<file path="config.mk">
export PLATFORM = sky130hd
export DESIGN_NAME = shift_register_universal
export DESIGN_NICKNAME = d
export VERILOG_FILES = /design/src/rtl/shift_register_pkg.sv /design/src/rtl/button_debounce.sv /design/src/rtl/shift_register_universal.sv
export SDC_FILE = /design/constraint.sdc
export NUM_CORES = 1
export LEC_CHECK = 0
export BUFFER_PORTS_ARGS = -buffer_cell sky130_fd_sc_hd__buf_2
export CAP_MARGIN = 0
export CORE_UTILIZATION = 55
export CTS_CLUSTER_DIAMETER = 50
export DETAILED_ROUTE_END_ITERATION = 12
export HOLD_SLACK_MARGIN = 0.15
export PLACE_DENSITY = 0.76
export RECOVER_POWER = 100
export REMOVE_ABC_BUFFERS = 1
export SYNTH_ARGS = -nofsm -noshare
export SYNTH_HDL_FRONTEND = slang
export SYNTH_SLANG_ARGS = --single-unit
export TNS_END_PERCENT = 30
</file>
<file path="constraint.sdc">
create_clock -name clk -period 2.43 [get_ports clk]
set_input_delay 0.486 -clock clk [delete_from_list [all_inputs] [get_ports clk]]
set_output_delay 0.486 -clock clk [all_outputs]
set_load 0.005 [all_outputs]
</file>
<file path="src/rtl/shift_register_pkg.sv">
`default_nettype none
// ============================================================================
// Module      : shift_register_pkg
// Description : Shared definitions for the universal shift register: the
//               operating-mode encodings and a helper that sizes the button
//               debounce counter.
// Revision    : 1.0 - initial release
// ============================================================================
package shift_register_pkg;

  // Operating modes selected by the two mode switches.
  localparam logic [1:0] MODE_SHIFT  = 2'b00;
  localparam logic [1:0] MODE_ROTATE = 2'b01;
  localparam logic [1:0] MODE_ARITH  = 2'b10;
  localparam logic [1:0] MODE_LOAD   = 2'b11;

  // The debounce counter must be able to hold DEBOUNCE_CYCLES-1.
  function automatic int debounce_cnt_width(input int cycles);
    if (cycles <= 2) begin
      return 1;
    end
    return $clog2(cycles);
  endfunction

endpackage : shift_register_pkg
`default_nettype wire

</file>
<file path="src/rtl/button_debounce.sv">
`default_nettype none
// ============================================================================
// Module      : button_debounce
// Description : Synchronises and debounces one active-low push button and
//               emits a single-cycle pulse on each accepted press.
// Ports       : clk     - system clock
//               reset   - synchronous, active-high reset
//               btn_n   - raw asynchronous button, low = pressed
//               press   - registered one-cycle pulse on released->pressed
// Revision    : 1.0 - initial release
// ============================================================================
module button_debounce
  import shift_register_pkg::*;
#(
  parameter int DEBOUNCE_CYCLES = 16
) (
  input  logic clk,
  input  logic reset,
  input  logic btn_n,
  output logic press
);

  localparam int                 c_CNT_W   = debounce_cnt_width(DEBOUNCE_CYCLES);
  localparam logic [c_CNT_W-1:0] c_CNT_MAX = c_CNT_W'(DEBOUNCE_CYCLES - 1);

  logic               r_sync1;
  logic               r_sync2;
  logic               r_stable;   // 1 = pressed
  logic [c_CNT_W-1:0] r_cnt;
  logic               r_press;
  logic               w_pressed;
  logic               w_differs;
  logic               w_flip;

  // Synchroniser flops idle at 1 so a reset looks like a released button.
  always_ff @(posedge clk) begin
    if (reset) begin
      r_sync1 <= 1'b1;
      r_sync2 <= 1'b1;
    end else begin
      r_sync1 <= btn_n;
      r_sync2 <= r_sync1;
    end
  end

  assign w_pressed = ~r_sync2;
  assign w_differs = (w_pressed != r_stable);
  assign w_flip    = w_differs && (r_cnt == c_CNT_MAX);

  always_ff @(posedge clk) begin
    if (reset) begin
      r_stable <= 1'b0;
      r_cnt    <= '0;
      r_press  <= 1'b0;
    end else begin
      // Pulse only when the flip is towards the pressed state.
      r_press <= w_flip && w_pressed;
      if (w_flip) begin
        r_stable <= w_pressed;
        r_cnt    <= '0;
      end else if (w_differs) begin
        r_cnt <= r_cnt + c_CNT_W'(1);
      end else begin
        r_cnt <= '0;
      end
    end
  end

  assign press = r_press;

endmodule : button_debounce
`default_nettype wire

</file>
<file path="src/rtl/shift_register_universal.sv">
`default_nettype none
// ============================================================================
// Module      : shift_register_universal
// Description : WIDTH-bit register driven by two debounced push buttons.
//               Each accepted press performs one shift, rotate, arithmetic
//               shift or parallel load depending on the mode switches.
// Ports       : clk           - system clock
//               reset         - synchronous, active-high reset
//               btn_left_n    - raw button, active-low, operate towards MSB
//               btn_right_n   - raw button, active-low, operate towards LSB
//               sw_mode       - raw mode switches
//               sw_fill_left  - raw bit entering MSB on a plain right shift
//               sw_fill_right - raw bit entering LSB on a plain left shift
//               sw_data       - raw parallel-load value
//               leds          - register contents
//               shift_out     - bit that left on the last shift/rotate
//               op_count      - executed operations, wraps on overflow
// Revision    : 1.0 - initial release
// ============================================================================
module shift_register_universal
  import shift_register_pkg::*;
#(
  parameter int WIDTH           = 8,
  parameter int DEBOUNCE_CYCLES = 16,
  parameter int COUNT_W         = 8
) (
  input  logic               clk,
  input  logic               reset,
  input  logic               btn_left_n,
  input  logic               btn_right_n,
  input  logic [1:0]         sw_mode,
  input  logic               sw_fill_left,
  input  logic               sw_fill_right,
  input  logic [WIDTH-1:0]   sw_data,
  output logic [WIDTH-1:0]   leds,
  output logic               shift_out,
  output logic [COUNT_W-1:0] op_count
);

  logic               w_press_left;
  logic               w_press_right;

  logic [1:0]         r_mode_s1,  r_mode_s2;
  logic               r_fl_s1,    r_fl_s2;
  logic               r_fr_s1,    r_fr_s2;
  logic [WIDTH-1:0]   r_data_s1,  r_data_s2;

  logic [WIDTH-1:0]   r_reg;
  logic               r_shift_out;
  logic [COUNT_W-1:0] r_op_count;

  logic [WIDTH-1:0]   w_next_reg;
  logic               w_next_so;
  logic               w_exec;

  button_debounce #(
    .DEBOUNCE_CYCLES (DEBOUNCE_CYCLES)
  ) u_deb_left (
    .clk   (clk),
    .reset (reset),
    .btn_n (btn_left_n),
    .press (w_press_left)
  );

  button_debounce #(
    .DEBOUNCE_CYCLES (DEBOUNCE_CYCLES)
  ) u_deb_right (
    .clk   (clk),
    .reset (reset),
    .btn_n (btn_right_n),
    .press (w_press_right)
  );

  // Two-flop synchronisers for every switch input.
  always_ff @(posedge clk) begin
    if (reset) begin
      r_mode_s1 <= '0;
      r_mode_s2 <= '0;
      r_fl_s1   <= 1'b0;
      r_fl_s2   <= 1'b0;
      r_fr_s1   <= 1'b0;
      r_fr_s2   <= 1'b0;
      r_data_s1 <= '0;
      r_data_s2 <= '0;
    end else begin
      r_mode_s1 <= sw_mode;
      r_mode_s2 <= r_mode_s1;
      r_fl_s1   <= sw_fill_left;
      r_fl_s2   <= r_fl_s1;
      r_fr_s1   <= sw_fill_right;
      r_fr_s2   <= r_fr_s1;
      r_data_s1 <= sw_data;
      r_data_s2 <= r_data_s1;
    end
  end

  // Operation mux. Simultaneous left and right pulses cancel each other.
  always_comb begin
    w_next_reg = r_reg;
    w_next_so  = r_shift_out;
    w_exec     = 1'b0;
    if (w_press_left ^ w_press_right) begin
      w_exec = 1'b1;
      case (r_mode_s2)
        MODE_SHIFT: begin
          if (w_press_left) begin
            w_next_reg = {r_reg[WIDTH-2:0], r_fr_s2};
            w_next_so  = r_reg[WIDTH-1];
          end else begin
            w_next_reg = {r_fl_s2, r_reg[WIDTH-1:1]};
            w_next_so  = r_reg[0];
          end
        end
        MODE_ROTATE: begin
          if (w_press_left) begin
            w_next_reg = {r_reg[WIDTH-2:0], r_reg[WIDTH-1]};
            w_next_so  = r_reg[WIDTH-1];
          end else begin
            w_next_reg = {r_reg[0], r_reg[WIDTH-1:1]};
            w_next_so  = r_reg[0];
          end
        end
        MODE_ARITH: begin
          if (w_press_left) begin
            w_next_reg = {r_reg[WIDTH-2:0], 1'b0};
            w_next_so  = r_reg[WIDTH-1];
          end else begin
            w_next_reg = {r_reg[WIDTH-1], r_reg[WIDTH-1:1]};
            w_next_so  = r_reg[0];
          end
        end
        default: begin
          // MODE_LOAD: either button loads; shift_out keeps its value.
          w_next_reg = r_data_s2;
        end
      endcase
    end
  end

  always_ff @(posedge clk) begin
    if (reset) begin
      r_reg       <= '0;
      r_shift_out <= 1'b0;
      r_op_count  <= '0;
    end else if (w_exec) begin
      r_reg       <= w_next_reg;
      r_shift_out <= w_next_so;
      r_op_count  <= r_op_count + COUNT_W'(1);
    end
  end

  assign leds      = r_reg;
  assign shift_out = r_shift_out;
  assign op_count  = r_op_count;

endmodule : shift_register_universal
`default_nettype wire

</file>
==> metrics.txt, run 1 <==
Cell Rows=22; share of layout cells above drive strength 1=18.8%; largest net degree at the start of global routing=30; die area=4090 µm²; Area Growth Syn to Fin=17.5%; cts hold-fix bufs=0; slowest cell delay on critical path=0.82 ns; Synth area leaders=dfxtp_1 54%, nor2b_1 8.0%, nand2_1 3.7%; H-tree Lvls=3; routability cong.=0.742; Post-synth EDFFs=0; Primary FF master, synth=dfxtp_1; commonest non-fill, non-tap cells in the layout=57 x dfxtp_1, 27 x nor2b_1, 24 x buf_2, 21 x nand2_1, 16 x nor2_1; VDD IR max=544 µV; Yosys cell types=34; min-delay worst type=in -> reg; initial antenna violation count=0; Max Clock Skew=0.00459 ns; Largest delay share family, worst path=XOR/XNOR gates; deepest clock path buffer count=2; Synth async-reset ratio=0%; PortBufs=32; Final Hold Vio Count=0; Internal=1.54 mW; Worst slew margin=30.2%; DIE HEIGHT=64.0 µm; CP Class=reg -> reg; Synth Warn #=0; Slew Viols, Final=0; Combinational Power Share=2.4%; CP Max Fanout=12; Critical Path End Type=register; DR vias=1490; leakage=0.996 nW; final worst slack=0.631 ns; setup bufs post-CTS=0; Initial Util=57.7%; CTS buffer count=9; Routed WL=3490 µm; sw power=0.370 mW; Design Area, Final=2480 µm²; part of the cycle the worst path needs=74.0%; cell area after synthesis=2110 µm²; DPL Wire Length=2250 µm; Crit path required time=2.63 ns; clk slew on worst S/H paths=0.06 ns; post-synthesis sequential area ratio=54.0%; clock sinks=57; type of origin of the critical path=register; fmax=556 MHz; worst skew pair latency=0.32 ns; Final nets=269; top cell type's share of synthesized area=54.0%; Die Wd=64.0 µm; endpoints failing setup=0; Synth Register Bits=57; TritonCTS clock tree=built; CP arrival=2.00 ns; clock share of power=47.0%; Mapped Cells=215; PostCTS Resize Cnt=0; sequential share of power=50.6%; dpl ws=0.652 ns; run status=finished clean; post-synthesis average cell area=9.82 µm²; final setup TNS=0 ns; critical path, cell by cell=xnor2_1 > and4bb_2 > xnor2_1 > nor2_1; DRC Markers=0; MaxCap Viol Count=0; sw frac=19.4%; num ports=33; total congestion overflow=0; routed len/inst=11.5 µm; RSZ-0062 raised after global routing=no; dpl cell area=2290 µm²; most common cell after layout, fill and taps aside=dfxtp_1; Slowest-stage cell, CP=xnor2_1; core box area=3660 µm²; DR iter-0 viols=66; first-pass GRT wire length=5810 µm; number of global-route vias before repair=1345; worst hold slack=0.340 ns; antenna-violating nets left=0; slew of the pin with the lowest slew margin=1.05 ns; most frequent CP cell=xnor2_1; number of antenna diodes=0; pwr/cell area=769 nW/µm²; drt via density=4.92; largest area contributor in the netlist=dfxtp_1; total track usage=19.3%; Critical path buffers and inverters=0; CTS root buffer=clkbuf_8; minimum clock period=1.80 ns; DR pass1 iterations=4
-- state kept, by name, indices dropped and copies added, names as in the netlist, 2 cells and up --
register / flops
leds: 8
op_count: 8
r_data_s1: 8
r_data_s2: 8
r_mode_s1: 2
r_mode_s2: 2
u_deb_left.r_cnt: 4
u_deb_right.r_cnt: 4
-- final timing paths --
path / startpoint / end / slack [ns] / depth (start not counted)
setup / recovery: u_deb_right.press / op_count[7] / 0.63 / 4
hold / removal: btn_left_n / u_deb_left.r_sync1 / 0.34 / 2
setup reg to reg: u_deb_right.press / op_count[7] / 0.63 / 4
hold reg to reg: u_deb_left.r_sync1 / u_deb_left.r_sync2 / 0.41 / 1
-- synth_stat cells (2+ instances only) --
library cell,count
nand3_1,5
inv_1,5
o211ai_1,7
buf_4,2
mux2i_1,5
nand2_1,21
or2_2,5
buf_6,2
nand4_1,2
nand2b_1,5
xnor2_1,7
nor2b_1,27
a211oi_1,2
and3_1,2
a21oi_1,15
nor4_1,2
nor2_1,16
o21ai_0,2
ha_1,3
xor2_1,5
dfxtp_1,57
clkbuf_1,6
-- power groups by stage --
stage | sequential, mW | clock (mW) | combinational [mW]
2_1_floorplan | 0.983 | 0 | 0.0211
3_3_place_gp | 0.985 | 0 | 0.0457
3_5_place_dp | 0.986 | 0 | 0.0464
4_1_cts | 0.965 | 0.918 | 0.0466
5_1_grt | 0.967 | 0.959 | 0.0512
6_report | 0.965 | 0.898 | 0.0451
-- cells by family after synthesis --
group	share of synthesized area, %
buf+inv	3.73
simple gates	23.5
compound gates	8.89
mux	2.37
xor+xnor	5.75
flops	54.0
fa+ha+maj	1.78
-- layer usage --
| metal | vias to the layer above | share of wire, % | GRT usage [%] |
|---|---|---|---|
| li1 | 783 | - | - |
| met1 | 663 | 50 | 23.1 |
| met2 | 37 | 44 | 28.6 |
| met3 | 7 | 4.3 | 6.96 |
| met4 | 0 | 1.8 | 13.4 |
| met5 | - | 0 | 0 |
-- through the flow --
step	utilization [%]	cells	power, mW
5_1_grt	67.8	303	1.98
6_report	67.8	303	1.91
2_1_floorplan	-	205	1.00
4_1_cts	68.1	303	1.93
3_5_place_dp	62.5	287	1.03
3_3_place_gp	62.5	287	1.03
-- cell type report --
| cell class | instances | area [µm²] |
|---|---|---|
| well taps | 48 | 60.1 |
| fillers | 294 | 1180 |
| inverters | 5 | 18.8 |
| repair buffers | 34 | 163 |
| multi-input cells | 143 | 892 |
| clock inverters | 2 | 35.0 |
| clock buffers | 14 | 173 |
| flip-flops and latches | 57 | 1140 |
No activity file was read; power rests on OpenSTA's default activity.
==> run 2: changes to the inputs <==
==> constraint.sdc (replaced) <==
create_clock -name clk -period 1.9 [get_ports clk]
set_input_delay 0.38 -clock clk [delete_from_list [all_inputs] [get_ports clk]]
set_output_delay 0.38 -clock clk [all_outputs]
set_load 0.005 [all_outputs]
==> run 2 against run 1 <==
Register-to-register slack got worse by 0.13 ns. Sequential power increased by 28%. Final area decreased by 0.30%. Clock power increased by 10%. Total power increased by 20%. Global-route usage decreased by 0.10 points. Routed wire length decreased by 2.4%. Via count decreased by 0.67%. Cell count increased by 0.66%. Largest cell class unchanged. Largest power group unchanged.
==> metrics.txt, run 2 (synthesized netlist as in run 1, its figures left out) <==
Routed WL=3410 µm (-2.4%); most common cell after layout, fill and taps aside=dfxtp_1; Critical path buffers and inverters=2 (+2); Final Hold Vio Count=0 (unchanged); CP Max Fanout=25 (+13); DR pass1 iterations=4 (unchanged); Critical Path End Type=register; H-tree Lvls=3 (unchanged); Slowest-stage cell, CP=clkbuf_1; DPL Wire Length=2370 µm (+5.2%); Final Non-Filler Cells=305 (+0.66%); worst hold slack=0.229 ns (-0.111 ns); critical path, cell by cell=clkbuf_1 > clkbuf_2 > nor2b_1; number of global-route vias before repair=1302 (-3.2%); CTS buffer count=9 (unchanged); Area Growth Syn to Fin=17.2%; # fillers=295 (+0.34%); clock sinks=57 (unchanged); type of origin of the critical path=primary input; final setup TNS=0 ns (unchanged); PortBufs=32 (unchanged); number of antenna diodes=0 (unchanged); minimum clock period=1.44 ns; commonest non-fill, non-tap cells in the layout=57 x dfxtp_1, 27 x nor2b_1, 25 x buf_2, 21 x nand2_1, 16 x nor2_1; endpoints failing setup=0 (unchanged); hold path depth=2 (unchanged); Die Wd=64.0 µm (unchanged); setup bufs post-CTS=0 (unchanged); RSZ-0062 raised after global routing=no; final worst slack=0.459 ns (-0.172 ns); fmax=694 MHz; DIE HEIGHT=64.0 µm (unchanged); routability cong.=0.790 (+6.4%); Worst slew margin=35.9% (+5.7 points); initial antenna violation count=0 (unchanged); num ports=33 (unchanged); min-delay worst type=in -> reg; total track usage=19.2% (-0.10 points); core box area=3660 µm² (unchanged); CP Class=in -> reg; Largest delay share family, worst path=buffers and inverters; Final nets=272 (+1.1%); largest net degree at the start of global routing=26 (-13%); Reg2Reg Depth=4 (unchanged); clk slew on worst S/H paths=0.06 ns (about the same); DR vias=1480 (-0.67%); cts hold-fix bufs=0 (unchanged); first-pass GRT wire length=5660 µm (-2.6%); CP Depth=3 (-1); worst skew pair latency=0.33 ns (about the same); antenna-violating nets left=0 (unchanged); DRC Markers=0 (unchanged); total congestion overflow=0 (unchanged); run status=finished clean; VDD IR max=678 µV (+25%); TritonCTS clock tree=built; Crit path required time=2.11 ns (-0.52 ns); Placed Cells=290 (+1.0%); PostCTS Resize Cnt=0 (unchanged); MaxCap Viol Count=0 (unchanged); dpl ws=0.525 ns (-0.127 ns); Slew Viols, Final=0 (unchanged); routed len/inst=11.2 µm (-3.1%); deepest clock path buffer count=2 (unchanged); DR iter-0 viols=109 (+65%); CTS root buffer=clkbuf_8; share of layout cells above drive strength 1=20.2% (+1.4 points); leakage=1.00 nW (+0.66%); Initial Util=57.7% (unchanged); slew of the pin with the lowest slew margin=0.962 ns (-0.0853 ns); drt via density=4.85 (-1.3%); Cell Rows=22 (unchanged); Max Clock Skew=0.00543 ns (+0.000838 ns); CP arrival=1.65 ns (-0.35 ns); slowest cell delay on critical path=0.70 ns (-0.12 ns); Multi-input gate area=892 µm² (unchanged); part of the cycle the worst path needs=75.8%; register area=1140 µm² (unchanged); pwr/cell area=923 nW/µm² (+20%); die area=4090 µm² (unchanged)
## run 2: where the power goes
part	leakage [nW]	total [mW]	internal, mW	switching, mW
registers	0.465	1.24	1.22	0.0104
logic	0.439	0.0587	0.0310	0.0277
clock network	0.0980	0.991	0.564	0.427
## run 2: area by class of cell
class                           instances  share of cell area, %
Tap cell                               48                   2.43
Timing Repair Buffer                   37                   7.38
Clock buffer                           12                   6.67
Sequential cell                        57                   46.1
Clock inverter                          3                  0.607
Multi-Input combinational cell        143                   36.0
Inverter                                5                  0.758
## run 2: worst paths after layout
check / startpoint / endpoint / slack [ns]
max: reset / r_data_s1[5] / 0.46
min: btn_right_n / u_deb_right.r_sync1 / 0.23
max reg2reg: u_deb_left.press / op_count[7] / 0.50
min reg2reg: u_deb_left.r_sync1 / u_deb_left.r_sync2 / 0.40
## run 2: metrics by stage
step | total power [mW] | instance area (µm²) | utilization (%)
floorplan | 1.28 | 2050 | -
global placement | 1.32 | 2310 | 63.1
detailed placement | 1.32 | 2310 | 63.1
CTS | 2.32 | 2490 | 68.0
global route | 2.39 | 2470 | 67.6
finish | 2.28 | 2470 | 67.6
## run 2: routing by layer
metal / track usage (%) / share of wire [%] / vias to the layer above
met2: 28.5 / 46 / 29
met4: 14.5 / 2.2 / 0
met1: 22.4 / 48 / 649
met5: 0 / 0 / -
li1: - / - / 794
met3: 6.96 / 3.3 / 8
==> run 3: changes to the inputs <==
--- a/config.mk
+++ b/config.mk
@@ -7,11 +7,11 @@
 export LEC_CHECK = 0
 export BUFFER_PORTS_ARGS = -buffer_cell sky130_fd_sc_hd__buf_2
 export CAP_MARGIN = 0
-export CORE_UTILIZATION = 55
+export CORE_UTILIZATION = 49
 export CTS_CLUSTER_DIAMETER = 50
 export DETAILED_ROUTE_END_ITERATION = 12
 export HOLD_SLACK_MARGIN = 0.15
-export PLACE_DENSITY = 0.76
+export PLACE_DENSITY = 0.71
 export RECOVER_POWER = 100
 export REMOVE_ABC_BUFFERS = 1
 export SYNTH_ARGS = -nofsm -noshare
==> constraint.sdc (replaced) <==
create_clock -name clk -period 1.2 [get_ports clk]
set_input_delay 0.24 -clock clk [delete_from_list [all_inputs] [get_ports clk]]
set_output_delay 0.24 -clock clk [all_outputs]
set_load 0.005 [all_outputs]
==> run 3 against run 2 <==
The run now ends with negative setup slack left. Die area up 12%. Register-to-register slack got worse by 0.51 ns. Final area grew 15%. Flip-flop and latch count did not move. Clock skew is 0.0012 ns higher. Count of clock-buffer cells in the layout is 1 lower. Worst setup slack worse by 0.47 ns. Global-route usage hardly changed.
==> metrics.txt, run 3 (synthesized netlist as in run 1, its figures left out) <==
run status=complete, but fails checks; failing checks=negative setup slack; Reg2Reg Depth=4 (unchanged); R2R Path Start=u_deb_left.press; Worst slew margin=80.3% (+44 points); endpoints failing setup=2 (+2); DRC Markers=0 (unchanged); DR vias=1612 (+8.9%); DR pass1 iterations=4 (unchanged); type of origin of the critical path=register; slowest cell delay on critical path=0.36 ns (-0.34 ns); VDD IR max=876 µV (+29%); pwr/cell area=1300 nW/µm² (+41%); core box area=4060 µm² (+11%); Cell Rows=23 (+4.5%); routability cong.=0.789 (about the same); PortBufs=32 (unchanged); DPL Wire Length=2450 µm (+3.8%); Die Wd=67.7 µm (+5.8%); num ports=33 (unchanged); worst skew pair latency=0.33 ns (about the same); min-delay src=reset; Max Clock Skew=0.00665 ns (+0.00122 ns); largest net degree at the start of global routing=26 (unchanged); final worst slack=-0.00975 ns (-0.469 ns); fmax=827 MHz; dpl cell area=2420 µm² (+4.7%); TritonCTS clock tree=built; H-tree Lvls=3 (unchanged); first-pass GRT wire length=6250 µm (+10%); drt via density=4.78 (-1.4%); Slew Viols, Final=0 (unchanged); Area Growth Syn to Fin=34.2%; Final Hold Vio Count=0 (unchanged); Crit path required time=1.46 ns (-0.65 ns); most common cell after layout, fill and taps aside=dfxtp_1; die area=4580 µm² (+12%); part of the cycle the worst path needs=101%; commonest non-fill, non-tap cells in the layout=49 x dfxtp_1, 32 x buf_2, 26 x nor2b_1, 21 x nand2_1, 16 x nor2_1; MaxCap Viol Count=0 (unchanged); Routed WL=3830 µm (+12%); CTS buffer count=9 (unchanged); CP arrival=1.47 ns (-0.18 ns); clk slew on worst S/H paths=0.07 ns (about the same); Critical Path End Type=register; critical path, cell by cell=xnor2_2 > buf_4 > or3_1 > a21oi_1; crit path launch=u_deb_left.press; total congestion overflow=0 (unchanged); deepest clock path buffer count=2 (unchanged); CP Max Fanout=3 (-88%); clock sinks=57 (unchanged); Initial Util=52.1% (-5.6 points); Final nets=301 (+11%); number of antenna diodes=0 (unchanged); CTS root buffer=clkbuf_8; slew of the pin with the lowest slew margin=0.293 ns (-0.669 ns); antenna-violating nets left=0 (unchanged); Design Area, Final=2840 µm² (+15%); DR iter-0 viols=73 (-33%); RSZ-0062 raised after global routing=yes; Final Non-Filler Cells=337 (+10%); Placed Cells=306 (+5.5%); Slowest-stage cell, CP=dfxtp_4; number of global-route vias before repair=1424 (+9.4%); total track usage=19.2% (about the same); DIE HEIGHT=67.7 µm (+5.8%); initial antenna violation count=0 (unchanged); routed len/inst=11.4 µm (+1.8%); hold path depth=2 (unchanged); minimum clock period=1.21 ns; share of layout cells above drive strength 1=31.7% (+11 points); CP Class=reg -> reg; leakage=1.17 nW (+17%); min-delay worst type=in -> reg
[run 3: cell count changes in the layout (fill, tap and decap cells not counted), sizes merged]
cell | previous run | this run
clkbuf | 21 | 11
clkinvlp | 0 | 2
buf | 28 | 52
dlygate4sd3 | 0 | 14
[run 3: timing repair]
item | in CTS | in global routing
hold buffers | 14 | 0
endpoints found under the hold margin | 14 | 0
pin swaps | 3 | 18
buffers inserted | 0 | 1
resized for setup | 4 | 21
setup endpoints to repair | 8 | 22
[run 3: worst max-delay path: cells and delay by family, from the launching register on]
family                    cells  cell delay (ns)
DFF                           1             0.36
and+or+nand+nor               1             0.34
xor gates and xnor gates      1             0.15
buffers and inverters         1             0.15
AOI/OAI and AO/OA             1             0.14
[run 3: per-stage QoR]
stage	power [mW]	worst slack, ns	hold WS, ns	utilization [%]	TNS [ns]
after CTS	3.73	-0.0276	0.246	67.8	-0.0767
after detailed placement	2.09	-0.0465	0.393	59.6	-0.0703
after global placement	2.09	-0.0202	0.391	59.6	-0.0202
final	3.68	-0.00975	0.261	69.9	-0.0102
after floorplan	2.03	-0.541	0.309	-	-5.01
after global routing	3.84	-0.0824	0.277	69.9	-0.500
[run 3: final cells by class]
class | instances | area (µm²)
Tap cell | 50 | 62.6
Timing Repair Buffer | 66 | 473
Clock buffer | 11 | 151
Sequential cell | 57 | 1160
Multi-Input combinational cell | 143 | 943
Clock inverter | 5 | 30.0
Inverter | 5 | 18.8
Fill cell | 313 | 1220
[run 3: final timing paths]
kind,to,slack (ns)
worst max-delay path,op_count[3],-0.01
worst max register to register,op_count[3],-0.01
worst min register to register,u_deb_left.r_sync2,0.40
worst min-delay path,r_data_s1[4],0.26
[run 3: routing by layer]
layer  global-route usage [%]  share of wire [%]  vias to the layer above
li1                         -                  -                      847
met1                     23.3                 49                      724
met2                     28.8                 45                       32
met3                     8.11                4.3                        9
met4                     9.57                2.0                        0
met5                        0                  0                        -
[run 3: power by group]
| part | switching (mW) | total (mW) | internal, mW |
|---|---|---|---|
| registers | 0.0175 | 1.95 | 1.93 |
| logic | 0.0506 | 0.135 | 0.0840 |
| clock network | 0.749 | 1.60 | 0.849 |
